`src/rtl/blast_layer_seq.sv`:
```
// Chunked XNOR-popcount output layer with sequential argmax and a valid/ready result port.
// Scores are accumulated CHUNK_W bits per cycle for every neuron, then scanned one neuron per cycle.
module blast_layer_seq #(
   parameter  int ISIZE_FEAT = 64,
   parameter  int OSIZE_FEAT = 10,
   parameter  int CHUNK_W    = 16,
   parameter  int N_BITCONV  = 7,
   localparam int CLS_W      = $clog2(OSIZE_FEAT)
) (
   input  logic                             clk_i,
   input  logic                             rst_ni,
   input  logic                             clear_i,
   input  logic                             valid_i,
   output logic                             ready_o,
   input  logic [ISIZE_FEAT-1:0]            layer_i,
   input  logic [OSIZE_FEAT*ISIZE_FEAT-1:0] weights_i,
   output logic                             valid_o,
   input  logic                             ready_i,
   output logic [OSIZE_FEAT*N_BITCONV-1:0]  layer_o,
   output logic [CLS_W-1:0]                 class_o
);

   localparam int N_CHUNK = ISIZE_FEAT / CHUNK_W;
   localparam int ACC_W   = $clog2(ISIZE_FEAT + 1);
   localparam int CNT_W   = (N_CHUNK > 1) ? $clog2(N_CHUNK) : 1;
   localparam int SAT_MAX = (1 << N_BITCONV) - 1;

   typedef enum logic [1:0] {IDLE, ACCUM, ARGMAX, DONE} state_t;

   state_t                  state, state_nxt;
   logic [ISIZE_FEAT-1:0]   in_q;
   logic [ACC_W-1:0]        acc       [OSIZE_FEAT];
   logic [ACC_W-1:0]        chunk_sum [OSIZE_FEAT];
   logic [CNT_W-1:0]        chunk_cnt;
   logic [CLS_W-1:0]        nidx;
   logic [ACC_W-1:0]        best_val;
   logic [CLS_W-1:0]        best_idx;

   logic accept, do_accum, do_argmax, last_chunk, last_neuron, leave_done, best_upd;

   function automatic logic [ACC_W-1:0] popcnt(input logic [CHUNK_W-1:0] v);
      logic [ACC_W-1:0] n;
      n = '0;
      for (int i = 0; i < CHUNK_W; i++) n = n + ACC_W'(v[i]);
      return n;
   endfunction

   function automatic logic [N_BITCONV-1:0] sat(input logic [ACC_W-1:0] a);
      if (int'(a) > SAT_MAX) return '1;
      return N_BITCONV'(a);
   endfunction

   // XNOR-popcount of the current chunk for every neuron in parallel.
   always_comb begin
      for (int k = 0; k < OSIZE_FEAT; k++)
         chunk_sum[k] = popcnt(~(in_q[chunk_cnt*CHUNK_W +: CHUNK_W] ^
                                 weights_i[k*ISIZE_FEAT + chunk_cnt*CHUNK_W +: CHUNK_W]));
   end

   always_ff @(posedge clk_i or negedge rst_ni) begin
      if (!rst_ni) state <= IDLE;
      else         state <= state_nxt;
   end

   // NOTE: every output of this block gets a default first so no latch is inferred.
   always_comb begin
      state_nxt   = state;
      accept      = 1'b0;
      do_accum    = 1'b0;
      do_argmax   = 1'b0;
      leave_done  = 1'b0;
      last_chunk  = (chunk_cnt == CNT_W'(N_CHUNK - 1));
      last_neuron = (nidx == CLS_W'(OSIZE_FEAT - 1));
      best_upd    = (acc[nidx] > best_val);
      unique case (state)
         IDLE: if (valid_i) begin
            accept    = 1'b1;
            state_nxt = ACCUM;
         end
         ACCUM: begin
            do_accum = 1'b1;
            if (last_chunk) state_nxt = ARGMAX;
         end
         ARGMAX: begin
            do_argmax = 1'b1;
            if (last_neuron) state_nxt = DONE;
         end
         DONE: if (ready_i) begin
            leave_done = 1'b1;
            state_nxt  = IDLE;
         end
         default: state_nxt = IDLE;
      endcase
      if (clear_i) begin
         state_nxt  = IDLE;
         accept     = 1'b0;
         do_accum   = 1'b0;
         do_argmax  = 1'b0;
         leave_done = 1'b0;
      end
   end

   assign ready_o = (state == IDLE);

   // NOTE: the accumulator array is small register storage and must read zero after reset, so it is reset.
   always_ff @(posedge clk_i or negedge rst_ni) begin
      if (!rst_ni) begin
         in_q      <= '0;
         chunk_cnt <= '0;
         nidx      <= '0;
         best_val  <= '0;
         best_idx  <= '0;
         valid_o   <= 1'b0;
         layer_o   <= '0;
         class_o   <= '0;
         for (int k = 0; k < OSIZE_FEAT; k++) acc[k] <= '0;
      end else if (clear_i) begin
         chunk_cnt <= '0;
         nidx      <= '0;
         best_val  <= '0;
         best_idx  <= '0;
         valid_o   <= 1'b0;
         layer_o   <= '0;
         class_o   <= '0;
         for (int k = 0; k < OSIZE_FEAT; k++) acc[k] <= '0;
      end else begin
         // NOTE: sequential state uses non-blocking assignments so all registers update together.
         if (accept) begin
            in_q      <= layer_i;
            chunk_cnt <= '0;
            for (int k = 0; k < OSIZE_FEAT; k++) acc[k] <= '0;
         end
         if (do_accum) begin
            for (int k = 0; k < OSIZE_FEAT; k++) acc[k] <= acc[k] + chunk_sum[k];
            chunk_cnt <= last_chunk ? '0 : chunk_cnt + 1'b1;
            if (last_chunk) begin
               nidx     <= '0;
               best_val <= '0;
               best_idx <= '0;
            end
         end
         if (do_argmax) begin
            if (best_upd) begin
               best_val <= acc[nidx];
               best_idx <= nidx;
            end
            nidx <= last_neuron ? '0 : nidx + 1'b1;
            // Publish on the last scan step, folding in that step's compare result.
            if (last_neuron) begin
               valid_o <= 1'b1;
               class_o <= best_upd ? nidx : best_idx;
               for (int k = 0; k < OSIZE_FEAT; k++)
                  layer_o[k*N_BITCONV +: N_BITCONV] <= sat(acc[k]);
            end
         end
         if (leave_done) begin
            valid_o <= 1'b0;
            layer_o <= '0;
            class_o <= '0;
         end
      end
   end

endmodule

```
`config.mk`:
```
export PLATFORM = sky130hd
export DESIGN_NAME = blast_layer_seq
export DESIGN_NICKNAME = d
export VERILOG_FILES = /design/src/rtl/blast_layer_seq.sv
export SDC_FILE = /design/constraint.sdc
export NUM_CORES = 1
export LEC_CHECK = 0
export ABC_AREA = 1
export CAP_MARGIN = 20
export CORE_AREA = 2 2 308 310
export CTS_BUF_LIST = sky130_fd_sc_hd__clkbuf_4
export DETAILED_ROUTE_END_ITERATION = 12
export DIE_AREA = 0 0 310 312
export GPL_TIMING_DRIVEN = 0
export HOLD_SLACK_MARGIN = 0.02
export SYNTH_ARGS = -nofsm -noshare
export SYNTH_HDL_FRONTEND = slang
export SYNTH_SLANG_ARGS = --single-unit
```
`constraint.sdc`:
```
create_clock -name clk_i -period 8.49 [get_ports clk_i]
set_input_delay 2.547 -clock clk_i [delete_from_list [all_inputs] [get_ports clk_i]]
set_output_delay 2.547 -clock clk_i [all_outputs]
set_load 0.03 [all_outputs]
```
==> summary.md <==
| Metric | Value |
|---|---|
| FF-to-FF setup slack | 1.94 ns |
| CTS tree | done |
| Worst path slowest cell | o22ai_1 |
| Placed wire-length estimate | 112200 µm |
| Adder-Cell Fraction of Synth Area | 16.71% |
| Post-Synthesis Cells | 2818 |
| CTS Sinks | 228 |
| Clk_lat worst skew | 0.80 ns |
| Core Rows | around 110 |
| Post-CTS Setup Bufs | 0 |
| Synth top area share | between 20% and 30% |
| Syn_nets | 3741 |
| Initial Util | 23.01% |
| Relative slew slack | 17.25% |
| Startpoint types | input pin |
| Starting DRT DRC Count | 2278 |
| Post-CTS sizing | 0 |
| Slew of the pin with the lowest slew margin | ~1.2 ns |
| DRT Wirelength | ~140000 µm |
| Total CTS buffers | 72 |
| Worst EP arrival | 7.75 ns |
| Synth Area in Compound Gates | between 15 and 20% |
| Placer Congestion | 0.9534 |
| Largest net degree at the start of global routing | 90 |
| Layout fillers | 10080 |
| Synth area leader | dfrtp_1 |
| Layout cells sized above 1 | 8.901% |
| Max-Cap Viols | 0 |
| Worst setup path class | input pin to flop |
| Vias post-DR | 24350 |
| Die ar. | 96720 µm² |
| Xor and xnor area share after synthesis | 7.282% |
| Io pins | 785 |
| Gr ovfl total | 0 |
| Area of the core | 93050 µm² |
| # hold bufs at CTS | 0 |
| Hold Vio Cnt, Final | 0 |
| Peak Freq | 0.1407 GHz |
| Fin nets | 4602 |
| Reg-to-reg endpoint | acc[25] |
| Die Ht | 312 µm |
| Post-synthesis mux area share | 3.366% |
| Root Buffer | clkbuf_4 |
| Final setup vio count | 0 |
| Worst-path fanout max | 3 |
| Maximum root-to-sink buffer count | 3 |
| Metal-1 WL | 52060 µm |
| Most common cell after layout, fill and taps aside | clkdlybuf4s50_1 |
| TritonRoute pass-1 iters | 5 |
| Most frequent cells in the layout | clkdlybuf4s50_1 (782), nand2_1 (392), o21ai_0 (361) |
| Sequential-to-total area share from yosys stat | approximately a quarter |
| Status | finished, final reports clean |
| Most Frequent Cell on Critical Path | fa_1 |
| Metal3 WL | about 12000 µm |
| Synth warnings | 0 |
| Post-Synth Simple-Gate Area | 18.95% |
| Syn avg cell area | 7.597 µm² |
| RSZ-0062 raised after global routing | false |
| Antenna violations before repair | 56 |
| Chip width | 310 µm |
| Synth cell types | 37 |
| Max-slew violation count | 0 |
| HP Class | flop to flop |
| CP peak stage delay | 0.80 ns |
| Detailed-route vias per instance | ~4.8 |
| Multi-input logic area | approximately 14000 µm² |
| P&R area growth vs syn | 49.11% |
| CP cell instances | clkdlybuf4s50_1 > o21ai_0 > o22ai_1 > xor2_1 > fa_1 > inv_1 > fa_1 > fa_1 > fa_1 > fa_1 > fa_1 > inv_1 > nand3_1 > nand2_1 > xnor2_1 > o22ai_1 |
| Worst R2R Path Depth | 18 |
| Vias in the first global route | roughly 25000 |
| FF+latch count, synth | 228 |
| Highest metal layer with signal wires | met5 |
| Wire per inst | roughly 27 µm |
| Worst-path clk slew | 0.06 ns |
| CTS H-tree lvls | 3 |
| Worst setup endpoint | acc[25] |
| Met2 WL post-DR | 65060 µm |
| Setup_tns | 0 ns |
| Required @ worst endpoint | 9.13 ns |
| Drt drc | 0 |
| Final min period | about 7 ns |
| Final worst-path cycle share | 83.70% |
| Largest family of logic cells by synthesized area | simple AND/OR/NAND/NOR gates |
| Dominant cells by area after synthesis | dfrtp_1 (27%), fa_1 (11%), o21ai_0 (8.4%) |
| DRT antenna net count | 0 |
| FF/Latch Area | 5705 µm² |
| Final setup skew | ~0.053 ns |
| GRT Resource Usage Total | 27.16% |
| Port bufs | 783 |
| Synthesized area | 21410 µm² |
| Worst flop-to-flop path startpoint | chunk_cnt[1] |
| First-pass GRT wire length | about 180000 µm |
| Crit path from | weights_i[408] |
| Critical path endpoint category | flop |
synthesized netlist by cell type (all sizes together):
cell and instances:
fa 120, o21ai 422, o22ai 210, nand2 401
nand3 155, a21oi 31, o21bai 4, a31oi 1
ha 94, dfrtp 228, mux2 64, a22oi 1
o32ai 1, clkbuf 62, or2 17, nor3 2
clkinv 3, inv 323, xnor2 23, nor2 352
xor2 155, nand4 43, buf 106
layout make-up:
type | instances | area share (%)
inverter | 326 | 3.865
sequential | 228 | 17.87
multi-input combinational | 2096 | 42.46
antenna | 42 | 0.3292
clock inverter | 19 | 0.3645
timing repair buffer | 787 | 24.83
tap | 1254 | 4.915
buffer | 168 | 2.873
clock buffer | 106 | 2.493
through the flow:
step	instance area, µm²	std cells	hold slack [ns]	utilization [%]	worst slack, ns
floorplan	21410	2818	0.4687	-	2.006
global placement	30820	4855	0.4632	33.12	-6.041
detailed placement	30910	4859	0.4659	33.21	0.5843
CTS	31820	4984	0.4825	34.19	1.465
global route	31880	5008	0.5146	34.26	1.259
finish	31920	5026	0.4799	34.31	1.384
kinds of logic after synthesis:
group / Yosys count
mux: 64
fa+ha+maj: 214
xor+xnor: 178
compound gates: 670
buf+inv: 494
simple gates: 970
flops: 228
routing by layer:
metal / global-route usage [%] / up-vias
met2: 46.50 / 1120
met1: 31.74 / 11790
li1: - / 11150
met3: 7.473 / 270
met5: 0 / -
met4: 11.33 / 20
how the worst min path moves through the flow:
| stage | start | endpoint | slack, ns | depth (start not counted) |
|---|---|---|---|---|
| after floorplan | best_idx[3] | best_idx[3] | 0.47 | 2 |
| after global placement | valid_o | valid_o | 0.46 | 2 |
| after detailed placement | valid_o | valid_o | 0.47 | 2 |
| after CTS | valid_o | valid_o | 0.48 | 2 |
| after global routing | layer_o[40] | layer_o[40] | 0.51 | 2 |
| final | valid_o | valid_o | 0.48 | 2 |
sequential cells by signal, summed over array words and instances (netlist names):
signal and cells:
best_idx 4, state 2, in_q 64, acc 70, valid_o 1, best_val 7, class_o 4, chunk_cnt 2
nidx 4, layer_o 70
worst max-delay path, delay by kind of cell:
family | cells | cell delay (ns)
AOI/OAI and AO/OA | 3 | 1.07
buffers and inverters | 3 | 0.62
xor gates and xnor gates | 2 | 0.32
and+or+nand+nor | 2 | 0.16
adders and majority gates | 6 | 3.00
Power is not shown: default switching activity piles up to over one toggle a cycle in this logic, so the estimate is an artifact.
